File: src/rtl/regfile_wb_arbiter.sv
// Writeback arbiter for the rv32i register file write port, plus a pending-write scoreboard.
// Define WB_ARB_RR_EN for round-robin arbitration; otherwise the load port (1) has fixed priority.
module regfile_wb_arbiter (
    input  logic        clk,
    input  logic        rst_n,
    input  logic        req0_valid,
    output logic        req0_ready,
    input  logic [4:0]  req0_rd,
    input  logic [31:0] req0_data,
    input  logic        req1_valid,
    output logic        req1_ready,
    input  logic [4:0]  req1_rd,
    input  logic [31:0] req1_data,
    input  logic        mark_en,
    input  logic [4:0]  mark_reg,
    output logic        wr_en,
    output logic [4:0]  wr_reg,
    output logic [31:0] wr_data,
    output logic [31:0] busy
);

    logic        grant0;
    logic        grant1;
    logic        handshake;
    logic [4:0]  win_rd;
    logic [31:0] win_data;
    logic [31:0] clear_mask;
    logic [31:0] set_mask;
    logic [31:0] busy_next;

`ifdef WB_ARB_RR_EN
    // last_grant holds the index of the most recently granted port.
    logic last_grant;

    always_comb begin
        grant1 = 1'b0;
        if (req1_valid) begin
            grant1 = !req0_valid || !last_grant;
        end
    end

    always_ff @(posedge clk or negedge rst_n) begin
        if (!rst_n) begin
            last_grant <= 1'b1;
        end else if (handshake) begin
            last_grant <= grant1;
        end
    end
`else
    always_comb begin
        grant1 = req1_valid;
    end
`endif

    always_comb begin
        grant0     = req0_valid && !grant1;
        handshake  = grant0 || grant1;
        win_rd     = grant1 ? req1_rd   : req0_rd;
        win_data   = grant1 ? req1_data : req0_data;
        req0_ready = grant0;
        req1_ready = grant1;
    end

    // Output stage: writes to x0 are consumed but never reach the register file.
    always_ff @(posedge clk or negedge rst_n) begin
        if (!rst_n) begin
            wr_en   <= 1'b0;
            wr_reg  <= 5'd0;
            wr_data <= 32'd0;
        end else if (handshake) begin
            wr_en   <= (win_rd != 5'd0);
            wr_reg  <= win_rd;
            wr_data <= win_data;
        end else begin
            wr_en   <= 1'b0;
        end
    end

    // A mark applied at the same edge as a clear wins, since it belongs to a newer producer.
    always_comb begin
        clear_mask = 32'd0;
        set_mask   = 32'd0;
        if (handshake) begin
            clear_mask = 32'd1 << win_rd;
        end
        if (mark_en && (mark_reg != 5'd0)) begin
            set_mask = 32'd1 << mark_reg;
        end
        busy_next = ((busy & ~clear_mask) | set_mask) & 32'hFFFF_FFFE;
    end

    always_ff @(posedge clk or negedge rst_n) begin
        if (!rst_n) begin
            busy <= 32'd0;
        end else begin
            busy <= busy_next;
        end
    end

endmodule

File: config.mk
export PLATFORM = sky130hd
export DESIGN_NAME = regfile_wb_arbiter
export DESIGN_NICKNAME = d
export VERILOG_FILES = /design/src/rtl/regfile_wb_arbiter.sv
export SDC_FILE = /design/constraint.sdc
export NUM_CORES = 1
export LEC_CHECK = 0
export ABC_CLOCK_PERIOD_IN_PS = 1300
export BUFFER_PORTS_ARGS = -buffer_cell sky130_fd_sc_hd__buf_4
export CAP_MARGIN = 10
export CORE_MARGIN = 1.5
export CORE_UTILIZATION = 31
export CTS_CLUSTER_DIAMETER = 50
export DETAILED_ROUTE_END_ITERATION = 7
export GPL_TIMING_DRIVEN = 0
export PLACE_DENSITY = 0.6
export SYNTH_ARGS = -nofsm -noshare
export SYNTH_HDL_FRONTEND = slang
export SYNTH_SLANG_ARGS = --single-unit
export TNS_END_PERCENT = 100
File: constraint.sdc
create_clock -name clk -period 1.3 [get_ports clk]
set_clock_uncertainty 0.05 [all_clocks]
set_input_delay 0.26 -clock clk [delete_from_list [all_inputs] [get_ports clk]]
set_output_delay 0.26 -clock clk [all_outputs]
set_load 0.02 [all_outputs]
==> results of run 1 <==
-- where the power goes --
part / total (mW) / switching [mW] / leakage, nW / internal, mW
registers: 2.37 / 0.0883 / 0.732 / 2.28
logic: 1.18 / 0.626 / 1.70 / 0.554
clock network: 2.54 / 0.903 / 0.152 / 1.64
total: 6.09 / 1.62 / 2.59 / 4.48
-- stage by stage --
step	util, %	total power [mW]
after floorplan	-	2.980
after global placement	43.28	3.569
after detailed placement	43.28	3.589
after CTS	46.15	6.171
after global routing	46.35	6.371
final	46.35	6.092
-- worst max-delay path: cells and delay by family --
| kind | cells | cell delay [ps] |
|---|---|---|
| buffers and inverters | 4 | 580 |
| and+or+nand+nor | 1 | 100 |
-- metal layers --
| metal | track usage, % | up-vias |
|---|---|---|
| li1 | - | 1606 |
| met4 | 5.385 | 0 |
| met1 | 23.99 | 1548 |
| met5 | 0 | - |
| met3 | 6.641 | 8 |
| met2 | 29.42 | 160 |
-- kinds of logic (layout without fill, tap and decap cells) --
group | Yosys count | after routing | share of synthesized area (%)
other | 1 | 1 | 0.1046
muxes | 36 | 36 | 10.05
AOI/OAI and AO/OA | 102 | 102 | 21.00
buffers and inverters | 56 | 226 | 6.839
and+or+nand+nor | 88 | 88 | 13.85
DFF | 69 | 69 | 48.15
-- cells in the final DEF, fill, tap and decap left out, types with 7 or more instances in the layout --
master	instances
buf_4	159
dfrtp_1	69
nand2_1	37
o21ai_0	37
mux2i_1	36
inv_1	31
a32oi_1	23
o21ai_1	22
nand3_1	18
clkbuf_16	9
nand3b_1	7
o211ai_1	7
-- timing repair --
item                       CTS  global route
setup endpoints to repair    3            10
resized for setup            5             3
buffers inserted             0             2
pin swaps                    0             3
-- area by class of cell --
type                            instances  share of cell area, %
Buffer                                 24                  2.612
Clock buffer                           13                  5.128
Tap cell                              143                  3.395
Multi-Input combinational cell        227                  31.01
Clock inverter                          3                 0.8072
Timing Repair Buffer                  155                  22.08
Inverter                               31                  2.208
Sequential cell                        69                  32.76
-- worst paths after layout --
check | depth (start not counted) | start | end
hold / removal | 1 | rst_n | busy[9]$_DFF_PN0_
min in group clk | 3 | req1_data[27] | wr_data[27]$_DFFE_PN0P_
max in group asynchronous | 1 | rst_n | busy[26]$_DFF_PN0_
setup reg to reg | 2 | busy[6]$_DFF_PN0_ | busy[6]$_DFF_PN0_
hold reg to reg | 1 | wr_reg[4]$_DFFE_PN0P_ | wr_reg[4]$_DFFE_PN0P_
setup / recovery | 5 | req1_valid | req0_ready
==> flow_metrics.py, run 1 <==
metrics = {
    "synth": {
        "synth_cell_type_count": 31,
        "syn_area_per_cell_um2": 10.19,
        "ys_async_sr_fraction_pct": 100.0,
        "ys_ff_latch": 69,
        "syn-cell-area_um2": 3586,
        "ys_seq_area_share_pct": 48.15,
        "syn_inst": 352,
        "syn_nets": 436,
        "synth_common_cells": "dfrtp_1 (69), nand2_1 (37), o21ai_0 (37)",
        "yosysWarnings": 0,
        "yosysMostFrequentCell": "dfrtp_1",
        "synth_top_area_cell": "dfrtp_1",
        "synth_ff_type": "dfrtp_1",
        "synth_area_leaders": "dfrtp_1 (48%), mux2i_1 (10%), a32oi_1 (5.6%), o21ai_0 (5.2%), nand2_1 (3.9%)",
        "synth_edf_count": 0,
        "synth_top_area_share_pct": 48.15,
    },
    "run_status": {
        "status": "finished with violations",
        "violations": "hold timing",
    },
    "detailed_routing": {
        "highest_layer": "met4",
        "drtPass1Iterations": 4,
        "vias": 3322,
        "wl_met1_um": 4743,
        "antenna_left": 0,
        "drt_iter0_markers": 143,
        "wl_met3_um": 1085,
        "met2_length_um": 5130,
        "drc": 0,
        "vias_per_cell": 4.995,
        "totalWireLength_um": 11080,
        "wire_per_inst_um": 16.66,
    },
    "worst_setup_path": {
        "rrSetupSlack_ps": 450,
        "cp_slowest_cell": "buf_4",
        "end_kind": "output pin",
        "required_ps": 990,
        "slowest_delay_ps": 180,
        "worst_path_most_repeated_cell": "buf_4",
        "critical_path_class": "in2out",
        "start_kind": "input port",
        "worstPathCellList": "buf_4 > buf_6 > buf_4 > nor2b_4 > buf_4",
        "worstPathMaxFanout": 10,
        "worstPathArrival_ps": 950,
    },
    "die": {
        "fp.dieH_um": 110.6,
        "die_x_um": 110.6,
        "ios": 156,
        "row_count": 39,
        "dieArea_um2": 12220,
        "core-area_um2": 11370,
        "initial_core_util_pct": 31.54,
    },
    "global_route": {
        "grt_pass1_vias": 3332,
        "grt_usage_pct": 18.60,
        "grt_pass1_wl_um": 17880,
        "antenna_found_initial": 0,
        "grt_max_degree": 70,
        "gr-total-overflow": 0,
    },
    "timing": {
        "finalSetupViolations": 0,
        "rsz0062_at_grt": "no",
        "layout_setup_ws_ps": 40.95,
        "worstMarginPinSlew_ps": 897.0,
        "fmax_mhz": 794.3,
        "fin_crit_sh_pct": 96.85,
        "hold_viol_final": 15,
        "relSlewSlack_pct": 40.20,
        "period_minus_slack_ps": 1259,
        "tns_ps": 0,
        "whs_ps": -35.04,
        "slew_violations": 0,
    },
    "clocking": {
        "cts.sinks": 69,
        "cts.clk_slew.worst_paths_ps": 60,
        "hold_buffers": 0,
        "cts_htree_levels": 3,
        "clockBufferDepth": 2,
        "cts_tree": "yes",
        "cts_inserted_buffers": 9,
        "insertion_delay_ps": 330,
        "cts_root_buffer": "clkbuf_16",
    },
    "layout": {
        "final_cells": 665,
        "largest_register_ff_count": 32,
        "fillerInstances": 1123,
        "area_growth_pct": 46.96,
        "drive_above_1_share_pct": 38.89,
        "diodes": 0,
        "multiInputGateArea_um2": 1634,
        "final-seq-area_um2": 1727,
        "stdcell_area_um2": 5270,
        "fin_nets": 601,
    },
    "placement": {
        "gp_congestion": 0.8092,
        "hpwl_um": 8258,
        "pre_cts_slack_ps": -354.9,
        "dpl.cell_count": 648,
        "io_buffers": 153,
        "dpl_cell_area_um2": 4921,
    },
    "hold_path": {
        "hp-class": "in2async",
    },
    "power": {
        "powerDensity_nw_per_um2": 1156,
        "p_leak_nw": 2.588,
        "vdd_ir_drop_max_uv": 661.7,
    },
    "run": {
        "drv_cap": 0,
    },
}
Note: power is estimated with default switching activity, not from simulation.
==> run 2, diff against run 1 <==
RECOVER_POWER = 100   (was default)
==> flow_metrics.py, run 2 (synthesis gave the netlist of run 1 again) <==
metrics = {
    "clocking": {
        "cts_htree_levels": 3,
        "cts_root_buffer": "clkbuf_16",
        "cts_tree": "yes",
        "cts_inserted_buffers": 9,
        "cts.sinks": 69,
        "insertion_delay_ps": 330,
        "hold_buffers": 0,
        "clockBufferDepth": 2,
        "cts.clk_slew.worst_paths_ps": 60,
    },
    "detailed_routing": {
        "vias": 3330,
        "vias_per_cell": 5.008,
        "totalWireLength_um": 11050,
        "wire_per_inst_um": 16.62,
        "drc": 0,
        "antenna_left": 0,
        "drt_iter0_markers": 119,
        "drtPass1Iterations": 4,
    },
    "layout": {
        "stdcell_area_um2": 5084,
        "utilization_pct": 44.71,
        "area_growth_pct": 41.77,
        "largest_register_ff_count": 32,
        "layout_commonest_cell": "buf_4",
        "drive_above_1_share_pct": 38.31,
        "fin_nets": 601,
        "mostFrequentLayoutCells": "buf_4 (88), clkbuf_2 (70), dfrtp_1 (69)",
        "diodes": 0,
    },
    "placement": {
        "hpwl_um": 8258,
        "dpl_cell_area_um2": 4921,
        "gp_congestion": 0.8092,
        "io_buffers": 153,
        "pre_cts_slack_ps": -354.9,
    },
    "die": {
        "core-area_um2": 11370,
        "initial_core_util_pct": 31.54,
        "die_x_um": 110.6,
        "dieArea_um2": 12220,
        "ios": 156,
        "row_count": 39,
        "fp.dieH_um": 110.6,
    },
    "worst_setup_path": {
        "r2r_end": "busy[10]$_DFF_PN0_",
        "crit_family": "buffers and inverters",
        "worstPathArrival_ps": 950,
        "start_kind": "input port",
        "cp_num_cells": 4,
        "worstPathMaxFanout": 19,
        "cp_slowest_cell": "buf_12",
        "end_kind": "output pin",
        "rrSetupSlack_ps": 440,
        "slowest_delay_ps": 210,
        "startpoint": "req0_valid",
        "worst-r2r-cell-count": 2,
        "critical_path_class": "in2out",
        "required_ps": 990,
        "cp-endpoint": "req0_ready",
        "worst-path-buf-inv": 3,
        "worstPathCellList": "buf_2 > buf_12 > nor2b_4 > buf_4",
        "regToRegStartpoint": "busy[10]$_DFF_PN0_",
    },
    "global_route": {
        "grt_pass1_wl_um": 17880,
        "grt_pass1_vias": 3332,
        "antenna_found_initial": 0,
        "busiest_layer": "met2",
        "gr-total-overflow": 0,
        "grt_max_degree": 70,
        "met1_usage_pct": 23.99,
        "use_met3_pct": 6.641,
        "grtUsageMet2_pct": 29.42,
        "grt_usage_pct": 18.60,
    },
    "power": {
        "powerDensity_nw_per_um2": 1181,
        "power_mw": 6.001,
        "p_leak_nw": 2.541,
        "vdd_ir_drop_max_uv": 664.0,
    },
    "timing": {
        "fmax_mhz": 794.1,
        "layout_setup_ws_ps": 40.73,
        "fin_crit_sh_pct": 96.87,
        "slew_violations": 0,
        "period_minus_slack_ps": 1259,
        "rsz0062_at_grt": "no",
        "hold_viol_final": 0,
        "worstMarginPinSlew_ps": 979.7,
        "finalSetupViolations": 0,
        "relSlewSlack_pct": 34.69,
    },
    "hold_path": {
        "hp-class": "in2async",
    },
    "run": {
        "drv_cap": 0,
    },
    "run_status": {
        "status": "finished, final reports clean",
    },
}
==> run 2: worst min-delay path by stage <==
| stage | start | end | slack, ps | depth (start not counted) |
|---|---|---|---|---|
| floorplan | rst_n | busy[10]$_DFF_PN0_ | -90 | 0 |
| global placement | rst_n | busy[1]$_DFF_PN0_ | 390 | 1 |
| detailed placement | rst_n | busy[7]$_DFF_PN0_ | 400 | 1 |
| CTS | rst_n | busy[9]$_DFF_PN0_ | 50 | 1 |
| global route | req1_data[9] | wr_data[9]$_DFFE_PN0P_ | 90 | 3 |
| finish | rst_n | busy[9]$_DFF_PN0_ | 20 | 1 |
==> run 2: final cells by class <==
class	instances	area, um^2
Fill cell	1158	6286
Multi-Input combinational cell	227	1624
Clock inverter	3	42.54
Sequential cell	69	1727
Clock buffer	13	270.3
Inverter	31	116.4
Buffer	24	137.6
Timing Repair Buffer	155	987.2
Tap cell	143	178.9
==> run 2: routing by layer <==
metal  vias up  share of wire (%)
li1       1607                  -
met1      1565                 44
met2       149                 46
met3         9                9.2
met4         0                1.0
met5         -                  0
==> run 2: what timing repair did <==
action,in CTS,in global routing
buffers inserted,0,2
gates cloned,0,0
pin swaps,0,3
endpoints found under the setup margin,3,10
endpoints found under the hold margin,0,0
resized for setup,5,3
==> run 2: where the power goes <==
part	internal [mW]	total [mW]	switching, mW
combinational	0.474	1.09	0.621
clock	1.64	2.54	0.900
sequential	2.28	2.37	0.0856
==> run 2: per-stage QoR <==
stage	std cells	setup TNS, ps	hold slack, ps
global placement	648	-16230	392.6
CTS	663	0	51.98
finish	665	0	19.24
global route	665	0	88.39
floorplan	352	0	-85.59
detailed placement	648	-17540	404.6
